<file path="src/rtl/vga_pkg.sv">
// Shared VGA timing constants (640x480 @ 60 Hz defaults) and a small window helper
// used by the timing generator and downstream pixel stages.
package vga_pkg;

    localparam int CNT_W = 10;

    localparam int H_VIS_DEF  = 640;
    localparam int H_FP_DEF   = 16;
    localparam int H_SYNC_DEF = 96;
    localparam int H_BP_DEF   = 48;
    localparam int V_VIS_DEF  = 480;
    localparam int V_FP_DEF   = 10;
    localparam int V_SYNC_DEF = 2;
    localparam int V_BP_DEF   = 33;

    localparam int H_TOT = H_VIS_DEF + H_FP_DEF + H_SYNC_DEF + H_BP_DEF;
    localparam int V_TOT = V_VIS_DEF + V_FP_DEF + V_SYNC_DEF + V_BP_DEF;

    // Half-open window test lo <= v < hi on counter-width values.
    function automatic logic in_window(
        input logic [CNT_W-1:0] v,
        input logic [CNT_W-1:0] lo,
        input logic [CNT_W-1:0] hi
    );
        return (v >= lo) && (v < hi);
    endfunction

endpackage

</file>
<file path="src/rtl/mod_counter.sv">
// Modulo-MOD up counter with enable; exposes the registered count, its next value
// and a terminal-count flag so the next stage can chain and pre-compute outputs.
module mod_counter #(
    parameter int W   = 10,
    parameter int MOD = 800
) (
    input  logic         clk,
    input  logic         rst_n,
    input  logic         en,
    output logic [W-1:0] count,
    output logic [W-1:0] count_next,
    output logic         tc
);

    localparam logic [W-1:0] LAST = W'(MOD - 1);
    localparam logic [W-1:0] ONE  = {{(W-1){1'b0}}, 1'b1};
    localparam logic [W-1:0] ZERO = {W{1'b0}};

    logic [W-1:0] count_r;
    logic [W-1:0] count_next_s;

    // Next value wraps at LAST, so no value >= MOD is ever reachable.
    always_comb begin
        count_next_s = count_r;
        if (en) begin
            if (count_r == LAST) begin
                count_next_s = ZERO;
            end else begin
                count_next_s = count_r + ONE;
            end
        end else begin
            count_next_s = count_r;
        end
    end

    // Count register.
    always_ff @(posedge clk or negedge rst_n) begin
        if (!rst_n) begin
            count_r <= ZERO;
        end else begin
            count_r <= count_next_s;
        end
    end

    assign count      = count_r;
    assign count_next = count_next_s;
    assign tc         = (count_r == LAST);

endmodule

</file>
<file path="src/rtl/vga_timing_gen.sv">
// VGA raster timing: half-rate pixel enable, X/Y counters and registered
// hs/vs/blank/frame_tick aligned with DrawX/DrawY.
module vga_timing_gen
    import vga_pkg::*;
#(
    parameter int H_VIS  = H_VIS_DEF,
    parameter int H_FP   = H_FP_DEF,
    parameter int H_SYNC = H_SYNC_DEF,
    parameter int H_BP   = H_BP_DEF,
    parameter int V_VIS  = V_VIS_DEF,
    parameter int V_FP   = V_FP_DEF,
    parameter int V_SYNC = V_SYNC_DEF,
    parameter int V_BP   = V_BP_DEF
) (
    input  logic             Clk,
    input  logic             Reset_n,
    output logic             pixel_en,
    output logic             hs,
    output logic             vs,
    output logic             blank,
    output logic [CNT_W-1:0] DrawX,
    output logic [CNT_W-1:0] DrawY,
    output logic             frame_tick
);

    localparam int L_H_TOT = H_VIS + H_FP + H_SYNC + H_BP;
    localparam int L_V_TOT = V_VIS + V_FP + V_SYNC + V_BP;

    localparam logic [CNT_W-1:0] H_VIS_W  = CNT_W'(H_VIS);
    localparam logic [CNT_W-1:0] HS_START = CNT_W'(H_VIS + H_FP);
    localparam logic [CNT_W-1:0] HS_END   = CNT_W'(H_VIS + H_FP + H_SYNC);
    localparam logic [CNT_W-1:0] V_VIS_W  = CNT_W'(V_VIS);
    localparam logic [CNT_W-1:0] VS_START = CNT_W'(V_VIS + V_FP);
    localparam logic [CNT_W-1:0] VS_END   = CNT_W'(V_VIS + V_FP + V_SYNC);

    logic             pixel_en_r;
    logic             hs_r;
    logic             vs_r;
    logic             blank_r;
    logic             frame_tick_r;
    logic [CNT_W-1:0] x_s;
    logic [CNT_W-1:0] y_s;
    logic [CNT_W-1:0] x_next_s;
    logic [CNT_W-1:0] y_next_s;
    logic             h_tc_s;
    logic             v_en_s;
    logic             v_tc_unused_s;

    assign v_en_s = pixel_en_r & h_tc_s;

    mod_counter #(
        .W   (CNT_W),
        .MOD (L_H_TOT)
    ) u_h_cnt (
        .clk        (Clk),
        .rst_n      (Reset_n),
        .en         (pixel_en_r),
        .count      (x_s),
        .count_next (x_next_s),
        .tc         (h_tc_s)
    );

    mod_counter #(
        .W   (CNT_W),
        .MOD (L_V_TOT)
    ) u_v_cnt (
        .clk        (Clk),
        .rst_n      (Reset_n),
        .en         (v_en_s),
        .count      (y_s),
        .count_next (y_next_s),
        .tc         (v_tc_unused_s)
    );

    // Outputs are decoded from next-count values so they land with DrawX/DrawY.
    always_ff @(posedge Clk or negedge Reset_n) begin
        if (!Reset_n) begin
            pixel_en_r   <= 1'b0;
            hs_r         <= 1'b1;
            vs_r         <= 1'b1;
            blank_r      <= 1'b0;
            frame_tick_r <= 1'b0;
        end else begin
            pixel_en_r   <= ~pixel_en_r;
            hs_r         <= ~in_window(x_next_s, HS_START, HS_END);
            vs_r         <= ~in_window(y_next_s, VS_START, VS_END);
            blank_r      <= (x_next_s < H_VIS_W) && (y_next_s < V_VIS_W);
            frame_tick_r <= v_en_s && (y_next_s == V_VIS_W);
        end
    end

    assign pixel_en   = pixel_en_r;
    assign hs         = hs_r;
    assign vs         = vs_r;
    assign blank      = blank_r;
    assign frame_tick = frame_tick_r;
    assign DrawX      = x_s;
    assign DrawY      = y_s;

endmodule

</file>
<file path="config.mk">
export PLATFORM = sky130hd
export DESIGN_NAME = vga_timing_gen
export DESIGN_NICKNAME = d
export VERILOG_FILES = /design/src/rtl/vga_pkg.sv /design/src/rtl/mod_counter.sv /design/src/rtl/vga_timing_gen.sv
export SDC_FILE = /design/constraint.sdc
export NUM_CORES = 1
export LEC_CHECK = 0
export CORE_MARGIN = 3
export CORE_UTILIZATION = 44
export CTS_BUF_LIST = sky130_fd_sc_hd__clkbuf_4
export CTS_CLUSTER_DIAMETER = 60
export DETAILED_ROUTE_END_ITERATION = 8
export DONT_BUFFER_PORTS = 1
export GPL_ROUTABILITY_DRIVEN = 0
export PLACE_DENSITY_LB_ADDON = 0.12
export REMOVE_ABC_BUFFERS = 1
export SETUP_SLACK_MARGIN = 0.05
export SYNTH_ARGS = -nofsm -noshare
export SYNTH_HDL_FRONTEND = slang
export SYNTH_HIERARCHICAL = 1
export SYNTH_SLANG_ARGS = --single-unit
export TNS_END_PERCENT = 20
</file>
<file path="constraint.sdc">
create_clock -name Clk -period 3.4 [get_ports Clk]
set_input_delay 0.34 -clock Clk [delete_from_list [all_inputs] [get_ports Clk]]
set_output_delay 0.34 -clock Clk [all_outputs]
set_load 0.05 [all_outputs]
</file>
==> summary.txt, run 1 <==
First-pass GRT wire length: 4899 um
Hold Path Class: in -> async
Switch Pwr: 83.49 uW
Max Slew Vio Count: 0
Post-CTS Resized: 0
Initial antenna violation count: 0
WL per Instance: 16.67 um
Internal Power: 354.2 uW
Outcome: completed
Place WS: 0.6086 ns
Final setup TNS: 0 ns
GRT Util Overall: 0.1761
Final hold violation count: 0
Leak: 0.0006431 uW
Dpl hpwl: 2082 um
Die extent in y: 60.04 um
CP Max Fanout: 11
Max Cap Viol: 0
Crit-path cells: nand4b_1 > nor4_2 > and2_1 > buf_4 > nand4_1 > nor3_1 > xor2_1 > and4_1 > and4_1
DR vias: 1006
Switching Share: 0.1907
Most frequent cell on the critical path: and4_1
WL final: 2784 um
Die Width: 60.04 um
Fmax: 355.4 MHz
Ports: 27
Design Area, Final: 1453 um^2
Worst hold slack: 0.4428 ns
Core ar.: 2635 um^2
Clock Tree Buf Depth: 2
Startpoint types: flop
Total grt overflow: 0
Yosys cell types: 41
Unrepaired setup endpoints after global routing: false
Mapped cell area: 1285 um^2
Clock skew: 0.005960 ns
Mapped Cells: 122
Sequential Area: 628.1 um^2
Final setup fails: 0
Max VDD drop: 0.0003655 V
Total power: 437.7 uW
Htree depth: 1
Sequential Power Share: 0.679
Area growth from synthesis to layout: 13.05%
Req. time, crit path: 3.65 ns
Full die area: 3605 um^2
Arrival time worst endpoint: 3.07 ns
Area occupied by multi-input gates: 625.6 um^2
Final Worst Setup Slack: 0.5861 ns
Worst Setup Path Type: reg -> reg
Cell area after placement: 1393 um^2
Period utilisation layout: 0.8276
Slowest CP cell: dfrtp_1
Slew at the pin closest to its max-slew limit: 0.6495 ns
DRC: 0
Row count: 18
Via density: 6.024
DRT antenna net count: 0
Period minus WS final: 2.814 ns
Worst-Skew Late Latency: 0.30 ns
CTS tree: built
DRT iter0 DRCs: 32
Share of layout cells above drive strength 1: 0.2044
Number of synthesized register bits: 25
Clock root buffer: clkbuf_4
Clock Power Share: 0.300
Comb pwr share: 0.021
Most common cell after layout, fill and taps aside: dfrtp_1
Buf/Inv on CP: 1
Clock Sinks: 25
TritonCTS Buffers: 3
Most frequent cells in the layout: 23 x dfrtp_1, 13 x nand2_1, 11 x buf_4
Ys Warns: 6
Starting Density: 0.4877
Largest net degree at the start of global routing: 26
First-pass DRT Iterations: 4
Slew margin rel.: 0.5670
Nets: 143
Power per cell area: 301.3 nW/um^2
Syn avg cell area: 10.53 um^2
CP endpoint kind: flop
Reg clk slew, reported paths: 0.12 ns
Vias in the first global route: 994
Diodes inserted: 0
Fillers: 240
Post-synthesis sequential area ratio: 0.4888
PortBufs: 0
Crit path largest cell delay: 0.70 ns
Cell family with most CP delay: simple AND/OR/NAND/NOR gates
final timing paths:
kind	slack, ns	to	start	cells past startpoint
hold / removal	0.44	u_v_cnt/count[3]	Reset_n	2
setup reg to reg	0.59	frame_tick	u_h_cnt/count[9]	9
hold reg to reg	0.49	pixel_en	pixel_en	1
setup / recovery	0.59	frame_tick	u_h_cnt/count[9]	9
min in group Clk	0.49	pixel_en	pixel_en	1
max in group asynchronous	2.73	hs	Reset_n	2
what timing repair did:
item / CTS / global route
hold buffers: 2 / 0
hold endpoints to repair: 25 / 0
setup buffers: 0 / 0
power groups by stage:
stage               Clock (uW)  Combinational [uW]  Sequential [uW]
finish                     131                9.02              297
global route               152                10.4              298
global placement             0            0.000288              303
floorplan                    0            0.000232              303
CTS                        140                9.59              297
detailed placement           0            0.000288              303
routing by layer:
metal  vias up  routed length (um)  global-route usage
met1       486                1378              0.2622
met5         -                   0                   0
met2        28                1194              0.2546
li1        490                   -                   -
met3         2                 193             0.06048
met4         0                  18             0.01899
Yosys cell counts, drive strengths merged:
cell type	instances	area, um^2
nor3	7	46.30
and4	2	17.52
xor2	6	52.55
a22oi	2	15.01
nand2b	2	12.51
buf	2	12.51
a31oi	1	6.260
nand2	13	48.80
o22ai	2	12.51
or2	1	6.260
nor4	1	12.51
o311ai	2	17.52
or3b	1	8.760
nand4	9	71.32
or2b	1	7.510
nor2	5	18.77
nand3	6	30.03
o31ai	4	30.03
inv	5	18.77
a21bo	1	10.01
nand4b	1	8.760
nor2b	1	6.260
o21a	1	7.510
a211o	2	18.77
or3	2	13.77
dfrtp	23	575.6
mux2	1	11.26
and4b	1	10.01
or4b	1	13.76
mux2i	1	10.01
and2	1	6.260
xnor2	2	17.52
ha	3	37.54
dfstp	2	52.55
o21ai	5	25.02
or4	2	15.01
state kept, by name, summed over array words and instances (netlist names):
signal,count
blank,1
frame_tick,1
u_h_cnt/count,10
pixel_en,1
hs,1
vs,1
u_v_cnt/count,10
cell type report:
class / count / share of cell area
clock buffers: 4 / 0.02067
inverters: 5 / 0.01292
multi-input cells: 90 / 0.4307
flip-flops and latches: 25 / 0.4324
well taps: 30 / 0.02584
repair buffers: 13 / 0.07752
metrics by stage:
| step | utilization | cells |
|---|---|---|
| floorplan | - | 120 |
| global placement | 0.5285 | 161 |
| detailed placement | 0.5285 | 161 |
| CTS | 0.5513 | 167 |
| global route | 0.5513 | 167 |
| finish | 0.5513 | 167 |
cell families after synthesis:
kind of cell	count (synthesis)	share of synthesized area
mux	2	0.01655
fa+ha+maj	3	0.02921
buf+inv	7	0.02434
xor+xnor	8	0.05453
simple gates	57	0.2756
compound gates	20	0.1110
flops	25	0.4888
No activity file was read; power rests on OpenSTA's default activity.
==> inputs of run 2 (changes only) <==
Clock period 3.4 ns to 2.9 ns, I/O delays scaled along.
==> run 2 against run 1 <==
- routed wire length rose by 5.6%
- register-to-register slack lost 0.22 ns
- critical path type unchanged
- sequential power up 18%
- sequential share of layout area down 1.5 points
- worst hold slack worse by 0.062 ns
- count of clock-buffer cells in the layout did not move
- global-route usage is 0.056 points higher
- cell area is 3.6% higher
- clock skew rose by 0.0058 ns
==> summary.txt, run 2 (synthesis results as in run 1) <==
Via density: 6.092 (+1.1%)
Most frequent cells in the layout: 23 x dfrtp_1, 18 x buf_4, 13 x nand2_1
Design Area, Final: 1505 um^2 (+3.6%)
Area growth from synthesis to layout: 17.14%
Hold Path Class: in -> async
Clock root buffer: clkbuf_4
Fmax: 395.1 MHz (+11%)
Fillers: 220 (-8.3%)
Period minus WS final: 2.531 ns (-0.2831 ns)
M1 WL: 1431 um (+3.8%)
Crit path largest cell delay: 0.39 ns (-0.31 ns)
TritonCTS Buffers: 3 (unchanged)
DRT antenna net count: 0 (unchanged)
Slowest CP cell: dfrtp_1
Worst Setup Path Type: reg -> reg
Die extent in y: 60.04 um (unchanged)
R2r setup slk: 0.37 ns (-0.22 ns)
Dpl hpwl: 2197 um (+5.5%)
Final hold violation count: 0 (unchanged)
Arrival time worst endpoint: 2.80 ns (-0.27 ns)
Htree depth: 1 (unchanged)
Switch Pwr: 102.4 uW (+23%)
Largest net degree at the start of global routing: 26 (unchanged)
Total power: 517.9 uW (+18%)
Total grt overflow: 0 (unchanged)
Clock Sinks: 25 (unchanged)
Row count: 18 (unchanged)
Diodes inserted: 0 (unchanged)
Core ar.: 2635 um^2 (unchanged)
Slew at the pin closest to its max-slew limit: 0.6157 ns (-0.03372 ns)
Internal Power: 415.4 uW (+17%)
First-pass DRT Iterations: 4 (unchanged)
First-pass GRT wire length: 4754 um (-3.0%)
Die Width: 60.04 um (unchanged)
Nets: 150 (+4.9%)
Req. time, crit path: 3.16 ns (-0.49 ns)
Most frequent cell on the critical path: and4_1
Share of layout cells above drive strength 1: 0.2431 (+0.03868)
Met3 wire len: 225 um (+17%)
Buf/Inv on CP: 1 (unchanged)
Leak: 0.0006800 uW (+5.7%)
Clock Tree Buf Depth: 2 (unchanged)
Final setup fails: 0 (unchanged)
Comb pwr share: 0.021 (about the same)
Initial antenna violation count: 0 (unchanged)
Reg clk slew, reported paths: 0.13 ns (about the same)
Cell family with most CP delay: simple AND/OR/NAND/NOR gates
Worst hold slack: 0.3813 ns (-0.06153 ns)
DRC: 0 (unchanged)
Cell area after placement: 1445 um^2 (+3.8%)
Startpoint types: flop
Unrepaired setup endpoints after global routing: false
Ports: 27 (unchanged)
Outcome: completed
Switching Share: 0.1978 (+0.007091)
DRT iter0 DRCs: 35 (+9.4%)
Reg2reg path depth: 10 (+1)
CP endpoint kind: flop
Power per cell area: 344.0 nW/um^2 (+14%)
Crit-path cells: ha_1 > nand4b_1 > nor4_2 > and2_1 > buf_4 > nand4_1 > nor3_1 > xor2_1 > and4_1 > and4_1
Max Slew Vio Count: 0 (unchanged)
Clock skew: 0.01174 ns (+0.005776 ns)
Vias in the first global route: 980 (-1.4%)
Max Used Layer: met4
Utilization after layout: 0.5712 (+0.01994)
Worst r2r dst: frame_tick
CTS tree: built
PortBufs: 0 (unchanged)
CP Max Fanout: 11 (unchanged)
Metal2 WL: 1266 um (+6.0%)
Slew margin rel.: 0.5895 (+0.02248)
Max Cap Viol: 0 (unchanged)
Starting Density: 0.4877 (unchanged)
Most common cell after layout, fill and taps aside: dfrtp_1
GRT Util Overall: 0.1767 (+0.0005555)
Max VDD drop: 0.0003835 V (+4.9%)
R2R Path Start: u_h_cnt/count[1]
WL per Instance: 16.90 um (+1.4%)
WL final: 2941 um (+5.6%)
DR vias: 1060 (+5.4%)
Sequential Power Share: 0.673 (-0.006)
Clock Power Share: 0.306 (+0.006)
Final setup TNS: 0 ns (unchanged)
Period utilisation layout: 0.8727 (+0.04508)
Full die area: 3605 um^2 (unchanged)
Worst-Skew Late Latency: 0.31 ns (about the same)
run 2: metal layers:
layer  up-vias  global-route usage
li1        500                   -
met1       516              0.2634
met2        42              0.2562
met3         2             0.06048
met4         0             0.01899
met5         -                   0
run 2: layout make-up:
| class | count | area, um^2 | area share |
|---|---|---|---|
| sequential | 25 | 628.1 | 0.4173 |
| clock buffer | 4 | 30.03 | 0.01995 |
| multi-input combinational | 90 | 625.6 | 0.4156 |
| timing repair buffer | 20 | 165.2 | 0.1097 |
| tap | 30 | 37.54 | 0.02494 |
| inverter | 5 | 18.77 | 0.01247 |
run 2: stage by stage:
| stage | instances | setup slack (ns) |
|---|---|---|
| 5_1_grt | 174 | 0.06838 |
| 3_3_place_gp | 168 | 0.4614 |
| 2_1_floorplan | 120 | -0.1017 |
| 6_report | 174 | 0.3692 |
| 4_1_cts | 174 | 0.3607 |
| 3_5_place_dp | 168 | 0.4123 |
run 2: power by group through the flow:
stage	combinational [uW]	clock [uW]	sequential (uW)
2_1_floorplan	0.000232	0	355
5_1_grt	12.2	185	349
4_1_cts	11.4	172	349
6_report	10.7	158	349
3_3_place_gp	0.000325	0	355
3_5_place_dp	0.000325	0	355
run 2: worst max path at each step:
stage	start	endpoint	slack (ns)	cells past startpoint
2_1_floorplan	u_h_cnt/count[0]	frame_tick	-0.10	9
3_3_place_gp	u_h_cnt/count[1]	frame_tick	0.46	10
3_5_place_dp	u_h_cnt/count[1]	frame_tick	0.41	10
4_1_cts	u_h_cnt/count[1]	frame_tick	0.36	10
5_1_grt	u_h_cnt/count[1]	frame_tick	0.07	10
6_report	u_h_cnt/count[1]	frame_tick	0.37	10
run 2: what timing repair did:
action / CTS / global route
hold buffers: 2 / 0
setup buffers: 0 / 0
endpoints found under the hold margin: 25 / 0
gates resized for setup: 0 / 0
